**src/rtl/rapid_pkg.sv**
```systemverilog
// Shared pipeline types for the rapid core: control word, MEM stage states,
// fault causes and load/store width encodings.
package rapid_pkg;

  localparam int XLEN = 32;

  typedef struct packed {
    logic       reg_write;
    logic [4:0] rd_addr;
    logic       mem;
    logic       iop;
    logic [2:0] fcs_opcode;
  } control_s;

  typedef enum logic [1:0] {
    MEM_RESET  = 2'd0,
    MEM_IDLE   = 2'd1,
    MEM_ACCESS = 2'd2,
    MEM_DONE   = 2'd3
  } MEM_state_t;

  typedef enum logic [1:0] {
    FAULT_NONE          = 2'b00,
    FAULT_MISALIGNED    = 2'b01,
    FAULT_BUS_TIMEOUT   = 2'b10,
    FAULT_ILLEGAL_WIDTH = 2'b11
  } fault_cause_t;

  localparam logic [2:0] LB_or_SB = 3'b000;
  localparam logic [2:0] LH_or_SH = 3'b001;
  localparam logic [2:0] LW_or_SW = 3'b010;
  localparam logic [2:0] LBU      = 3'b100;
  localparam logic [2:0] LHU      = 3'b101;

  function automatic control_s control_s_default();
    control_s c;
    c = '0;
    return c;
  endfunction

endpackage

```
**src/rtl/mem_lane_align.sv**
```systemverilog
// Combinational byte-lane steering: store enables/replicated data, load
// extraction with sign/zero extension, and width/alignment fault detection.
module mem_lane_align
  import rapid_pkg::*;
(
  input  logic [1:0]      addr_lo,
  input  logic [2:0]      width,
  input  logic            is_store,
  input  logic [XLEN-1:0] store_data,
  input  logic [XLEN-1:0] load_word,
  output logic [3:0]      byte_en,
  output logic [XLEN-1:0] write_data,
  output logic [XLEN-1:0] load_data,
  output fault_cause_t    fault_cause
);

  logic [XLEN-1:0] shifted_s;

  assign shifted_s = load_word >> {addr_lo, 3'b000};

  // Store lane enables and data replication; loads always read the full word.
  always_comb begin
    byte_en    = 4'b0000;
    write_data = '0;
    if (is_store) begin
      case (width)
        LB_or_SB: begin
          byte_en    = 4'b0001 << addr_lo;
          write_data = {4{store_data[7:0]}};
        end
        LH_or_SH: begin
          byte_en    = 4'b0011 << addr_lo;
          write_data = {2{store_data[15:0]}};
        end
        LW_or_SW: begin
          byte_en    = 4'b1111;
          write_data = store_data;
        end
        default: begin
          byte_en    = 4'b0000;
          write_data = '0;
        end
      endcase
    end else begin
      byte_en    = 4'b1111;
      write_data = '0;
    end
  end

  // Load extraction from the lane-shifted word.
  always_comb begin
    load_data = '0;
    case (width)
      LB_or_SB: load_data = {{24{shifted_s[7]}}, shifted_s[7:0]};
      LBU:      load_data = {24'd0, shifted_s[7:0]};
      LH_or_SH: load_data = {{16{shifted_s[15]}}, shifted_s[15:0]};
      LHU:      load_data = {16'd0, shifted_s[15:0]};
      LW_or_SW: load_data = load_word;
      default:  load_data = '0;
    endcase
  end

  // Illegal widths take priority over misalignment.
  always_comb begin
    fault_cause = FAULT_NONE;
    case (width)
      LB_or_SB: fault_cause = FAULT_NONE;
      LH_or_SH: fault_cause = addr_lo[0] ? FAULT_MISALIGNED : FAULT_NONE;
      LW_or_SW: fault_cause = (addr_lo != 2'b00) ? FAULT_MISALIGNED : FAULT_NONE;
      LBU:      fault_cause = is_store ? FAULT_ILLEGAL_WIDTH : FAULT_NONE;
      LHU:      fault_cause = is_store ? FAULT_ILLEGAL_WIDTH :
                              (addr_lo[0] ? FAULT_MISALIGNED : FAULT_NONE);
      default:  fault_cause = FAULT_ILLEGAL_WIDTH;
    endcase
  end

endmodule

```
**src/rtl/memory_access_stage.sv**
```systemverilog
// MEM pipeline stage: latches execute results, runs a req/ack data-memory
// access for loads/stores with a bus timeout, and hands the result to write-back.
module memory_access_stage
  import rapid_pkg::*;
#(
  parameter int TIMEOUT_CYCLES = 16
) (
  input  logic            i_clk,
  input  logic            i_reset,
  input  logic            i_valid,
  input  control_s        i_control_signal,
  input  logic [XLEN-1:0] i_rd_output,
  input  logic [XLEN-1:0] i_rs2,
  input  logic            i_wb_ready,
  input  logic            i_mem_ack,
  input  logic [XLEN-1:0] i_mem_rdata,
  output logic            o_mem_req,
  output logic            o_mem_we,
  output logic [XLEN-1:0] o_mem_addr,
  output logic [3:0]      o_mem_be,
  output logic [XLEN-1:0] o_mem_wdata,
  output control_s        o_control_signal,
  output logic [XLEN-1:0] o_rd_data,
  output logic            o_done,
  output logic            o_fault,
  output logic [1:0]      o_fault_cause,
  output MEM_state_t      o_current_state
);

  localparam int               CNT_W    = $clog2(TIMEOUT_CYCLES);
  localparam logic [CNT_W-1:0] CNT_LAST = CNT_W'(TIMEOUT_CYCLES - 1);

  MEM_state_t       state_r;
  MEM_state_t       next_state_s;
  control_s         ctrl_r;
  logic [XLEN-1:0]  addr_r;
  logic [XLEN-1:0]  rs2_r;
  logic [XLEN-1:0]  rd_data_r;
  logic             fault_r;
  fault_cause_t     cause_r;
  logic [CNT_W-1:0] cnt_r;

  logic             idle_s;
  logic             access_s;
  logic             capture_s;
  logic             timeout_s;
  logic [1:0]       lane_addr_s;
  logic [2:0]       lane_width_s;
  logic             lane_store_s;
  logic [3:0]       lane_be_s;
  logic [XLEN-1:0]  lane_wdata_s;
  logic [XLEN-1:0]  lane_load_s;
  fault_cause_t     lane_fault_s;

  assign idle_s    = (state_r == MEM_IDLE);
  assign access_s  = (state_r == MEM_ACCESS);
  assign capture_s = idle_s && i_valid;
  assign timeout_s = access_s && !i_mem_ack && (cnt_r == CNT_LAST);

  // In IDLE the aligner checks the incoming op; afterwards it works on the latched one.
  assign lane_addr_s  = idle_s ? i_rd_output[1:0]            : addr_r[1:0];
  assign lane_width_s = idle_s ? i_control_signal.fcs_opcode : ctrl_r.fcs_opcode;
  assign lane_store_s = idle_s ? i_control_signal.iop        : ctrl_r.iop;

  mem_lane_align u_lane_align (
    .addr_lo     (lane_addr_s),
    .width       (lane_width_s),
    .is_store    (lane_store_s),
    .store_data  (rs2_r),
    .load_word   (i_mem_rdata),
    .byte_en     (lane_be_s),
    .write_data  (lane_wdata_s),
    .load_data   (lane_load_s),
    .fault_cause (lane_fault_s)
  );

  // State register.
  always_ff @(posedge i_clk or posedge i_reset) begin
    if (i_reset) begin
      state_r <= MEM_IDLE;
    end else begin
      state_r <= next_state_s;
    end
  end

  // Next-state logic; an ack in the final timeout cycle still completes cleanly.
  always_comb begin
    next_state_s = state_r;
    case (state_r)
      MEM_IDLE: begin
        if (!i_valid) begin
          next_state_s = MEM_IDLE;
        end else if (i_control_signal.mem && (lane_fault_s == FAULT_NONE)) begin
          next_state_s = MEM_ACCESS;
        end else begin
          next_state_s = MEM_DONE;
        end
      end
      MEM_ACCESS: begin
        if (i_mem_ack || timeout_s) begin
          next_state_s = MEM_DONE;
        end else begin
          next_state_s = MEM_ACCESS;
        end
      end
      MEM_DONE: begin
        if (i_wb_ready) begin
          next_state_s = MEM_IDLE;
        end else begin
          next_state_s = MEM_DONE;
        end
      end
      default: next_state_s = MEM_IDLE;
    endcase
  end

  // Input latches, timeout counter and result registers.
  always_ff @(posedge i_clk or posedge i_reset) begin
    if (i_reset) begin
      ctrl_r    <= control_s_default();
      addr_r    <= '0;
      rs2_r     <= '0;
      rd_data_r <= '0;
      fault_r   <= 1'b0;
      cause_r   <= FAULT_NONE;
      cnt_r     <= '0;
    end else if (capture_s) begin
      ctrl_r <= i_control_signal;
      addr_r <= i_rd_output;
      rs2_r  <= i_rs2;
      cnt_r  <= '0;
      if (i_control_signal.mem) begin
        rd_data_r <= '0;
        fault_r   <= (lane_fault_s != FAULT_NONE);
        cause_r   <= lane_fault_s;
      end else begin
        rd_data_r <= i_rd_output;
        fault_r   <= 1'b0;
        cause_r   <= FAULT_NONE;
      end
    end else if (access_s) begin
      cnt_r <= cnt_r + CNT_W'(1);
      if (i_mem_ack) begin
        rd_data_r <= ctrl_r.iop ? '0 : lane_load_s;
        fault_r   <= 1'b0;
        cause_r   <= FAULT_NONE;
      end else if (timeout_s) begin
        rd_data_r <= '0;
        fault_r   <= 1'b1;
        cause_r   <= FAULT_BUS_TIMEOUT;
      end else begin
        rd_data_r <= rd_data_r;
      end
    end else begin
      cnt_r <= cnt_r;
    end
  end

  // Bus outputs decode from the state register and latched operands only.
  always_comb begin
    o_mem_req   = 1'b0;
    o_mem_we    = 1'b0;
    o_mem_addr  = '0;
    o_mem_be    = 4'b0000;
    o_mem_wdata = '0;
    if (access_s) begin
      o_mem_req   = 1'b1;
      o_mem_we    = ctrl_r.iop;
      o_mem_addr  = {addr_r[XLEN-1:2], 2'b00};
      o_mem_be    = lane_be_s;
      o_mem_wdata = lane_wdata_s;
    end else begin
      o_mem_req = 1'b0;
    end
  end

  assign o_done           = (state_r == MEM_DONE);
  assign o_control_signal = ctrl_r;
  assign o_rd_data        = rd_data_r;
  assign o_fault          = fault_r;
  assign o_fault_cause    = cause_r;
  assign o_current_state  = state_r;

endmodule

```
**config.mk**
```make
export PLATFORM = sky130hd
export DESIGN_NAME = memory_access_stage
export DESIGN_NICKNAME = d
export VERILOG_FILES = /design/src/rtl/rapid_pkg.sv /design/src/rtl/mem_lane_align.sv /design/src/rtl/memory_access_stage.sv
export SDC_FILE = /design/constraint.sdc
export NUM_CORES = 1
export LEC_CHECK = 0
export CAP_MARGIN = 30
export CORE_MARGIN = 2
export CORE_UTILIZATION = 25
export DETAILED_ROUTE_END_ITERATION = 16
export HOLD_SLACK_MARGIN = 0.12
export PLACE_DENSITY = 0.47
export SYNTH_ARGS = -nofsm -noshare
export SYNTH_HDL_FRONTEND = slang
export SYNTH_HIERARCHICAL = 1
export SYNTH_SLANG_ARGS = --single-unit
```
**constraint.sdc**
```tcl
create_clock -name i_clk -period 5.33 [get_ports i_clk]
set_clock_uncertainty 0.2 [all_clocks]
set_input_delay 1.066 -clock i_clk [delete_from_list [all_inputs] [get_ports i_clk]]
set_output_delay 1.066 -clock i_clk [all_outputs]
set_load 0.005 [all_outputs]
```
# --- Word-level counts from Yosys, hierarchy flattened ---
# Cells that the tools add are included.
word_totals:
  reg_bits: 116
  elab_cells: 78
classes:
  addsub: 1
  eq_ne: 8
  shift: 3
  n_mux: 41
  n_reduce_logical: 13
op_table:
  columns: ["op", "count"]
  rows:
  - ["32-bit two-way mux", 9]
  - ["32-bit one-hot mux with 5 select lines", 1]
  - ["32-bit one-hot mux with 3 select lines", 1]
  - ["32-bit by 5-bit right shift with 16-bit output", 1]
  - ["2-bit two-way mux", 10]
  - ["4-bit two-way mux", 4]
  - ["1-bit two-way mux", 12]
  - ["4-bit one-hot mux with 3 select lines", 1]
  - ["2-bit one-hot mux with 5 select lines", 1]
  - ["3-bit equality test, second input constant", 2]
  - ["2-bit one-hot mux with 3 select lines", 1]
  - ["2-bit nonzero test", 3]
  - ["4-bit by 1-bit adder with 4-bit output, second input constant", 1]
  - ["2-bit equality test, second input constant", 2]
  - ["4-bit equality test, second input constant", 1]
  - ["1-bit logical AND", 4]
  - ["1-bit by 2-bit left shift with 4-bit output, first input constant", 1]
  - ["2-bit by 2-bit left shift with 4-bit output, first input constant", 1]
  - ["3-bit by 1-bit equality test with 1-bit output, second input constant", 1]
  - ["3-bit by 2-bit equality test with 1-bit output, second input constant", 1]
  - ["3-bit zero test", 1]
  - ["3-bit two-way mux", 1]
  - ["3-bit nonzero test", 1]
  - ["2-bit by 1-bit equality test with 1-bit output, second input constant", 1]
  - ["4 further kinds", 4]

# --- Depth between registers and ports, before layout ---
# Gate-level depths: netlist of run 1.
depth:
  word_depth: 10
  mapped_depth: 12
  depth_no_buf: 8

# --- Cells and area by module ---
# The synthesis of run 1 kept the hierarchy.
modules_own_cells:
  columns: ["module", "instances", "cells_each", "area_per_inst_um2", "seq_area_each_um2"]
  rows:
  - ["memory_access_stage", 1, 630, 5627.9, 2904.0]
  - ["mem_lane_align", 1, 248, 1403.8, 0.0]

# --- Worst setup path after synthesis of run 1 ---
# No wires, ideal clock.
synth_timing:
  path_type: "input port to output port"
  from: "input port i_rd_output[0]"
  to: "output port o_mem_be[2]"
  arrival_ns: 2.352
  t_required_ns: 4.064
  slack_ns: 1.712
  stages: 9
  path_cell_list: "mux2_2 buf_4 buf_2 nor2b_1 buf_2 a21oi_1 o21ba_2 o21ai_1 and2_1"
synth_between:
  elab_chain_len: 5
synth_lines:
  columns: ["item", "line_no", "rtl"]
  rows:
  - ["start: declaration", "memory_access_stage.sv:12", "input logic [XLEN-1:0] i_rd_output,"]
  - ["2-bit two-way mux (*)", "memory_access_stage.sv:61", "assign lane_addr_s = idle_s ? i_rd_output[1:0] : addr_r[1:0];"]
  - ["2-bit by 2-bit left shift with 4-bit output / 1-bit by 2-bit left shift with 4-bit output (equally long branches)", "mem_lane_align.sv:32, mem_lane_align.sv:28", null]
  - ["4-bit one-hot mux with 3 select lines (*)", "mem_lane_align.sv:26", "case (width)"]
  - ["4-bit two-way mux (*)", "mem_lane_align.sv:25", "if (is_store) begin"]
  - ["net lane_be_s[2]", "memory_access_stage.sv:50", "logic [3:0] lane_be_s;"]
  - ["4-bit two-way mux (*)", "memory_access_stage.sv:166", "if (access_s) begin"]
  - ["end: declaration", "memory_access_stage.sv:20", "output logic [3:0] o_mem_be,"]
# Mark *: on every way through the listed nets, which the timed path passes. The rest lies on a longest branch.

# --- Worst setup path in the final report of run 1 ---
layout_timing:
  from: "register state_r[0], in the netlist o_current_state[0]"
  to: "output port o_mem_wdata[4]"
layout_between:
  elab_chain_len: 6
layout_lines:
  columns: ["item", "line_no", "rtl"]
  rows:
  - ["start: declaration", "memory_access_stage.sv:33", "MEM_state_t state_r;"]
  - ["start signal: assignment", "memory_access_stage.sv:82", "state_r <= next_state_s;"]
  - ["2-bit by 1-bit equality test with 1-bit output (*)", "memory_access_stage.sv:55", "assign idle_s = (state_r == MEM_IDLE);"]
  - ["3-bit two-way mux (*)", "memory_access_stage.sv:62", "assign lane_width_s = idle_s ? i_control_signal.fcs_opcode : ctrl_r.fcs_opcode;"]
  - ["net lane_width_s[2]", "memory_access_stage.sv:48", "logic [2:0] lane_width_s;"]
  - ["3-bit by 2-bit equality test with 1-bit output (tied with other cells)", "mem_lane_align.sv:26", null]
  - ["32-bit one-hot mux with 3 select lines (*)", "mem_lane_align.sv:26", null]
  - ["32-bit two-way mux (*)", "mem_lane_align.sv:25", null]
  - ["net lane_wdata_s[4]", "memory_access_stage.sv:51", "logic [XLEN-1:0] lane_wdata_s;"]
  - ["32-bit two-way mux (*)", "memory_access_stage.sv:166", null]
  - ["end: declaration", "memory_access_stage.sv:21", "output logic [XLEN-1:0] o_mem_wdata,"]
# Marks and branches as above.

==> metrics, run 1 <==
outcome finished, final reports clean; clock sink count approximately 120; Reg2Reg Depth 10; Post-synth top cells nand2_1, dfrtp_1, and2_1; Top Layer Used met5; area share of fa/ha/maj cells after synthesis 0.00178; cell taking the most area after synthesis dfrtp_1; combinational family with the most area after synthesis simple AND/OR/NAND/NOR gates; crit path kind reg -> out; final hold violation count 0; Netlist cell types 47; area grow syn2layout 44.5%; Via Count about 6700; Antenna Nets Post-Route 0; final setup fails 0; Synth Area in XOR/XNOR 0.00125; Post-CTS Hold Fix Bufs 0; clk buf depth 2; postcts setup bufs 0; worst-path maximum fanout 9; Synth Area per Inst around 8 sq um; Worst VDD drop ~0.18 mV; Yosys warnings 6; vias in the first global route 6600; # rows a little over 60; gpl congestion ~0.81; startpoint types flip-flop; dominant synthesized flop cell dfrtp_1; Clock Tree Root clkbuf_16; share of layout cells above drive strength 1 0.0794; Synth Register Bits approximately 120; period utilization 0.905; initial antenna violation count 2; Max Cap Violations 0; required time of the critical path 4060 ps; RSZ-0062 raised after global routing false; CTS clk-pin slew, worst paths around 60 ps; Routed WL per cell roughly 18 um; DRC viols 0; Synth Cell Area 7030 sq um; GRT Overall Usage 0.178; H-tree Lvls 4; P_leak approximately 4.4 nW; Worst setup EP type primary output; mux cell area share after synthesis 0.0384; Power Density 535 nW/um^2; Met2 Wirelength between 10 and 15 mm; max-slew violations 0; fin area around 10000 sq um; Post-DP HPWL between 15 and 20 mm; metal1 wirelength between 10 and 15 mm; Hold WC Path Type reg -> reg; Post-Synth Simple-Gate Area 0.308; ys async rst share 1.00; largest net degree at the start of global routing approximately 90; Starting Density 0.254; # resized after CTS 0; Final TNS setup 0 ps; Slew HR 0.414; Synth Area in Compound Gates 0.176; met3 wire len between 2 and 2.5 mm; IO Port Bufs roughly 230; Tmin final between 4000 and 5000 ps; Worst-Margin Slew roughly 880 ps; Post-synth EDFFs 0; I/O pin cnt 231; chip height about 170 um; die area a little under 30000 sq um; Critical Path AT 3560 ps; Seq/Total Area, Yosys 0.413; DRT Pass-1 Iters 5; global-route wire length before repair approximately 40 mm; top cells by area, synth dfrtp_1, nand2_1, and2_1, a2bb2oi_1, a21oi_1; Placed Area 9580 sq um; die extent in x around 170 um; Clock Latency Late Sink roughly 410 ps; cts bufs inserted 17; total grt overflow 0; via/cell ratio roughly 4.6; f_max about 0.21 GHz; CTS tree built; count leader, synth nand2_1; hold depth 2; cells after synthesis 878; DR iter-0 viols 396; final WL 26.3 mm; Core ar. 27700 sq um; nets@finish 1183; top-area cell type share of the netlist area 0.409
## final timing paths
path                             endpoint  slack, ps               start
min                             addr_r[2]        260           addr_r[2]
max reg2reg                 o_rd_data[19]       1740  o_current_state[0]
max                        o_mem_wdata[4]        510  o_current_state[0]
min reg2reg                     addr_r[2]        260           addr_r[2]
min in group asynchronous       addr_r[6]        990             i_reset
max in group asynchronous   o_rd_data[24]       2970             i_reset
## state kept, by name, indices dropped and copies added (netlist names)
name,count
cnt_r,4
o_current_state,2
o_fault,1
o_control_signal,11
o_rd_data,32
rs2_r,32
o_fault_cause,2
addr_r,32
## metal layers
layer	up-vias	GRT usage
li1	3329	-
met1	3134	0.240
met2	202	0.279
met3	14	0.0555
met4	4	0.0409
met5	-	0
## power by group
part	internal (W)	switching (W)	total, W
Combinational	0.00128	0.00146	0.00274
Clock	0.000698	0.000437	0.00114
Sequential	0.00130	0.000264	0.00156
Total	0.00328	0.00216	0.00544
## metrics by stage
stage	util	power (W)	instances	setup slack, ps	hold slack [ps]
floorplan	-	0.00330	879	993	237
global placement	0.345	0.00433	1428	624	251
detailed placement	0.346	0.00435	1429	598	254
CTS	0.367	0.00552	1461	435	269
global route	0.367	0.00588	1461	262	287
finish	0.367	0.00544	1462	507	264
## logic make-up after synthesis
kind of cell,Yosys count
other,1
xor gates and xnor gates,1
buffers and inverters,81
AOI/OAI and AO/OA,186
DFF,116
and+or+nand+nor,467
muxes,25
adders and majority gates,1
## worst max-delay path, cell delays in order, from the launching register on
cell             delay, ps
dfstp_2                640
nor2b_1                410
buf_4                  220
mux2_2                 340
inv_1                  100
nand2_1                100
a21oi_1                510
and2_1                 210
and2_1                 120
clkdlybuf4s50_1        490
## layout make-up
| class | instances | area (sq um) |
|---|---|---|
| antenna | 1 | 2.50 |
| tap | 378 | 473 |
| multi-input combinational | 682 | 3730 |
| inverter | 3 | 16.3 |
| fill | 2920 | 17500 |
| timing repair buffer | 250 | 2460 |
| clock inverter | 13 | 135 |
| sequential | 116 | 2900 |
| clock buffer | 19 | 443 |
## cell usage in the layout, fill, tap and decap left out, types with 4 or more instances in the layout
master	netlist	layout
nand2_1	256	256
clkdlybuf4s50_1	0	228
dfrtp_1	115	115
and2_1	76	76
a21oi_1	63	63
a2bb2oi_1	46	46
nor2b_1	45	43
o22ai_1	38	38
nor2_1	37	37
nand3_1	35	35
buf_4	14	21
clkbuf_16	0	17
o21ai_0	16	16
mux2_2	15	15
mux2i_1	9	9
a22oi_1	7	7
nor3_1	6	6
clkinv_2	0	5
clkinv_4	0	4
No activity file was read; power rests on OpenSTA's default activity.
==> run 2, diff against run 1 <==
GPL_ROUTABILITY_DRIVEN = 1   (was unset)
PLACE_DENSITY = 0.48   (was 0.47)
SYNTH_HIERARCHICAL = unset   (was 1)
==> metrics, run 2 <==
final hold violation count 0; Post-CTS Hold Fix Bufs 0; Hold WC Path Type reg -> reg; R2R Setup Slk ~1700 ps; postcts setup bufs 0; Synth Register Bits between 100 and 150; Starting Density 0.255; f_max roughly 0.2 GHz; antenna diode count 0; DRT Pass-1 Iters 5; top cells by area, synth dfrtp_1, nand2_1, and2_1, a22oi_1, nor2_1; Worst-Margin Slew between 1000 and 1500 ps; final WL 23.9 mm; Synth Cell Area a little over 6000 sq um; share of layout cells above drive strength 1 0.0776; Worst setup EP type primary output; Max Cap Violations 0; Seq/Total Area, Yosys 0.467; required time of the critical path just over 4000 ps; count leader, synth nand2_1; Post-synth EDFFs 0; hold path start addr_r[15]; Crit. Startpoint i_control_signal[2]; initial antenna violation count 0; Clock Tree Root clkbuf_16; DR iter-0 viols 350; overall power approximately 0.005 W; most frequent cells in the layout nand2_1, clkdlybuf4s50_1, dfrtp_1; Synth Area per Inst 8.41 sq um; reg-to-reg startpoint o_current_state[0]; max-slew violations 0; Reg2Reg Depth 8; Routed WL per cell between 15 and 20 um; Antenna Nets Post-Route 0; Power Density roughly 530 nW/um^2; outcome finished, final reports clean; # resized after CTS 0; Slew HR 0.319; cells after synthesis 740; I/O pin cnt 231; P_leak 4.10 nW; total grt overflow 0; Post-DP HPWL 17.5 mm; CTS tree built; period utilization 0.939; Worst VDD drop approximately 0.22 mV; Core ar. 24400 sq um; CTS clk-pin slew, worst paths about 60 ps; RSZ-0062 raised after global routing false; GRT Overall Usage 0.184; via/cell ratio about 4.7; Via Count between 6000 and 7000; final setup fails 0; die area 26200 sq um; dominant synthesized flop cell dfrtp_1; Critical Path AT approximately 3700 ps; DRC viols 0; global-route wire length before repair between 30 and 40 mm; chip height approximately 160 um; Clock Latency Late Sink 420 ps; Netlist cell types 52; leading cell type in the layout, fill and taps excluded nand2_1; ys async rst share 1.00; area grow syn2layout 52.9%; crit path kind in -> out; gpl congestion 0.766; die extent in x 162 um; IO Port Bufs roughly 230; # rows 57; vias in the first global route 6051; Tmin final approximately 5000 ps; Hold EP addr_r[15]; startpoint types input port; cell taking the most area after synthesis dfrtp_1; largest net degree at the start of global routing 60; Post-synth top cells nand2_1, dfrtp_1, nor2_1; nets@finish between 1000 and 1500; top-area cell type share of the netlist area 0.463; cts bufs inserted 17; clock sink count 116; Yosys warnings 0; hold depth 2; FF-to-FF End o_rd_data[30]; worst-path maximum fanout 12; Final TNS setup 0 ps; H-tree Lvls 4; clk buf depth 2
==> run 2: cell count changes in the layout (fill, tap and decap cells not counted), moves of 25 or more <==
cell and change:
a2bb2oi_1 -46, and2_1 -36, o22ai_1 -38, a22oi_1 +25
a21oi_1 -36, nand3_1 -31, nor2b_1 -41
==> run 2: cell families after synthesis <==
kind of cell	Yosys count	share of synthesized area
other	1	0.000603
adder cells (fa/ha/maj)	1	0.00201
buffers and inverters	54	0.0396
AND/OR/NAND/NOR	406	0.281
multiplexers	15	0.0272
AO/OA/AOI/OAI	145	0.179
flip-flops	116	0.467
XOR/XNOR	2	0.00282
==> run 2: power by group <==
| group | switching (W) | leakage [nW] | total, W | internal (W) |
|---|---|---|---|---|
| sequential | 0.000303 | 1.45 | 0.00159 | 0.00129 |
| combinational | 0.00113 | 2.33 | 0.00212 | 0.000982 |
| clock | 0.000441 | 0.320 | 0.00130 | 0.000856 |
==> run 2: per-stage QoR <==
| stage | setup WS [ps] | cells | cell area [sq um] | utilization | hold WS, ps |
|---|---|---|---|---|---|
| floorplan | 993 | 741 | 6220 | - | 237 |
| global placement | 365 | 1257 | 8830 | 0.362 | 249 |
| detailed placement | 360 | 1258 | 8850 | 0.363 | 254 |
| CTS | 346 | 1290 | 9510 | 0.390 | 269 |
| global route | 154 | 1290 | 9510 | 0.390 | 287 |
| finish | 325 | 1290 | 9510 | 0.390 | 265 |
==> run 2: worst max-delay path by stage <==
stage / end / slack [ps] / cells after the start
5_1_grt: o_mem_wdata[30] / 150 / 8
3_3_place_gp: o_mem_wdata[31] / 370 / 8
6_report: o_mem_wdata[31] / 330 / 8
4_1_cts: o_mem_wdata[25] / 350 / 8
3_5_place_dp: o_mem_wdata[25] / 360 / 8
2_1_floorplan: addr_r[0] / 990 / 1
==> run 2: final cells by class <==
cell class | count | area [sq um]
Timing Repair Buffer | 244 | 2430
Inverter | 3 | 13.8
Clock buffer | 20 | 457
Tap cell | 324 | 405
Fill cell | 2520 | 14900
Sequential cell | 116 | 2900
Multi-Input combinational cell | 571 | 3100
Clock inverter | 12 | 203
==> run 2: metal layers <==
| metal | wire length [um] | track usage | vias up |
|---|---|---|---|
| met5 | 0 | 0 | - |
| met4 | 419 | 0.0583 | 0 |
| met3 | 1830 | 0.0557 | 26 |
| met2 | 10300 | 0.271 | 246 |
| met1 | 11400 | 0.259 | 2807 |
| li1 | - | - | 2942 |
==> run 2: critical path, cell delays in order <==
cell and delay [ps]:
clkdlybuf4s50_1 480, or4b_2 710, o31a_1 180, nor2_4 240, buf_4 240, a22oi_1 100, a21oi_1 170, clkdlybuf4s50_1 540
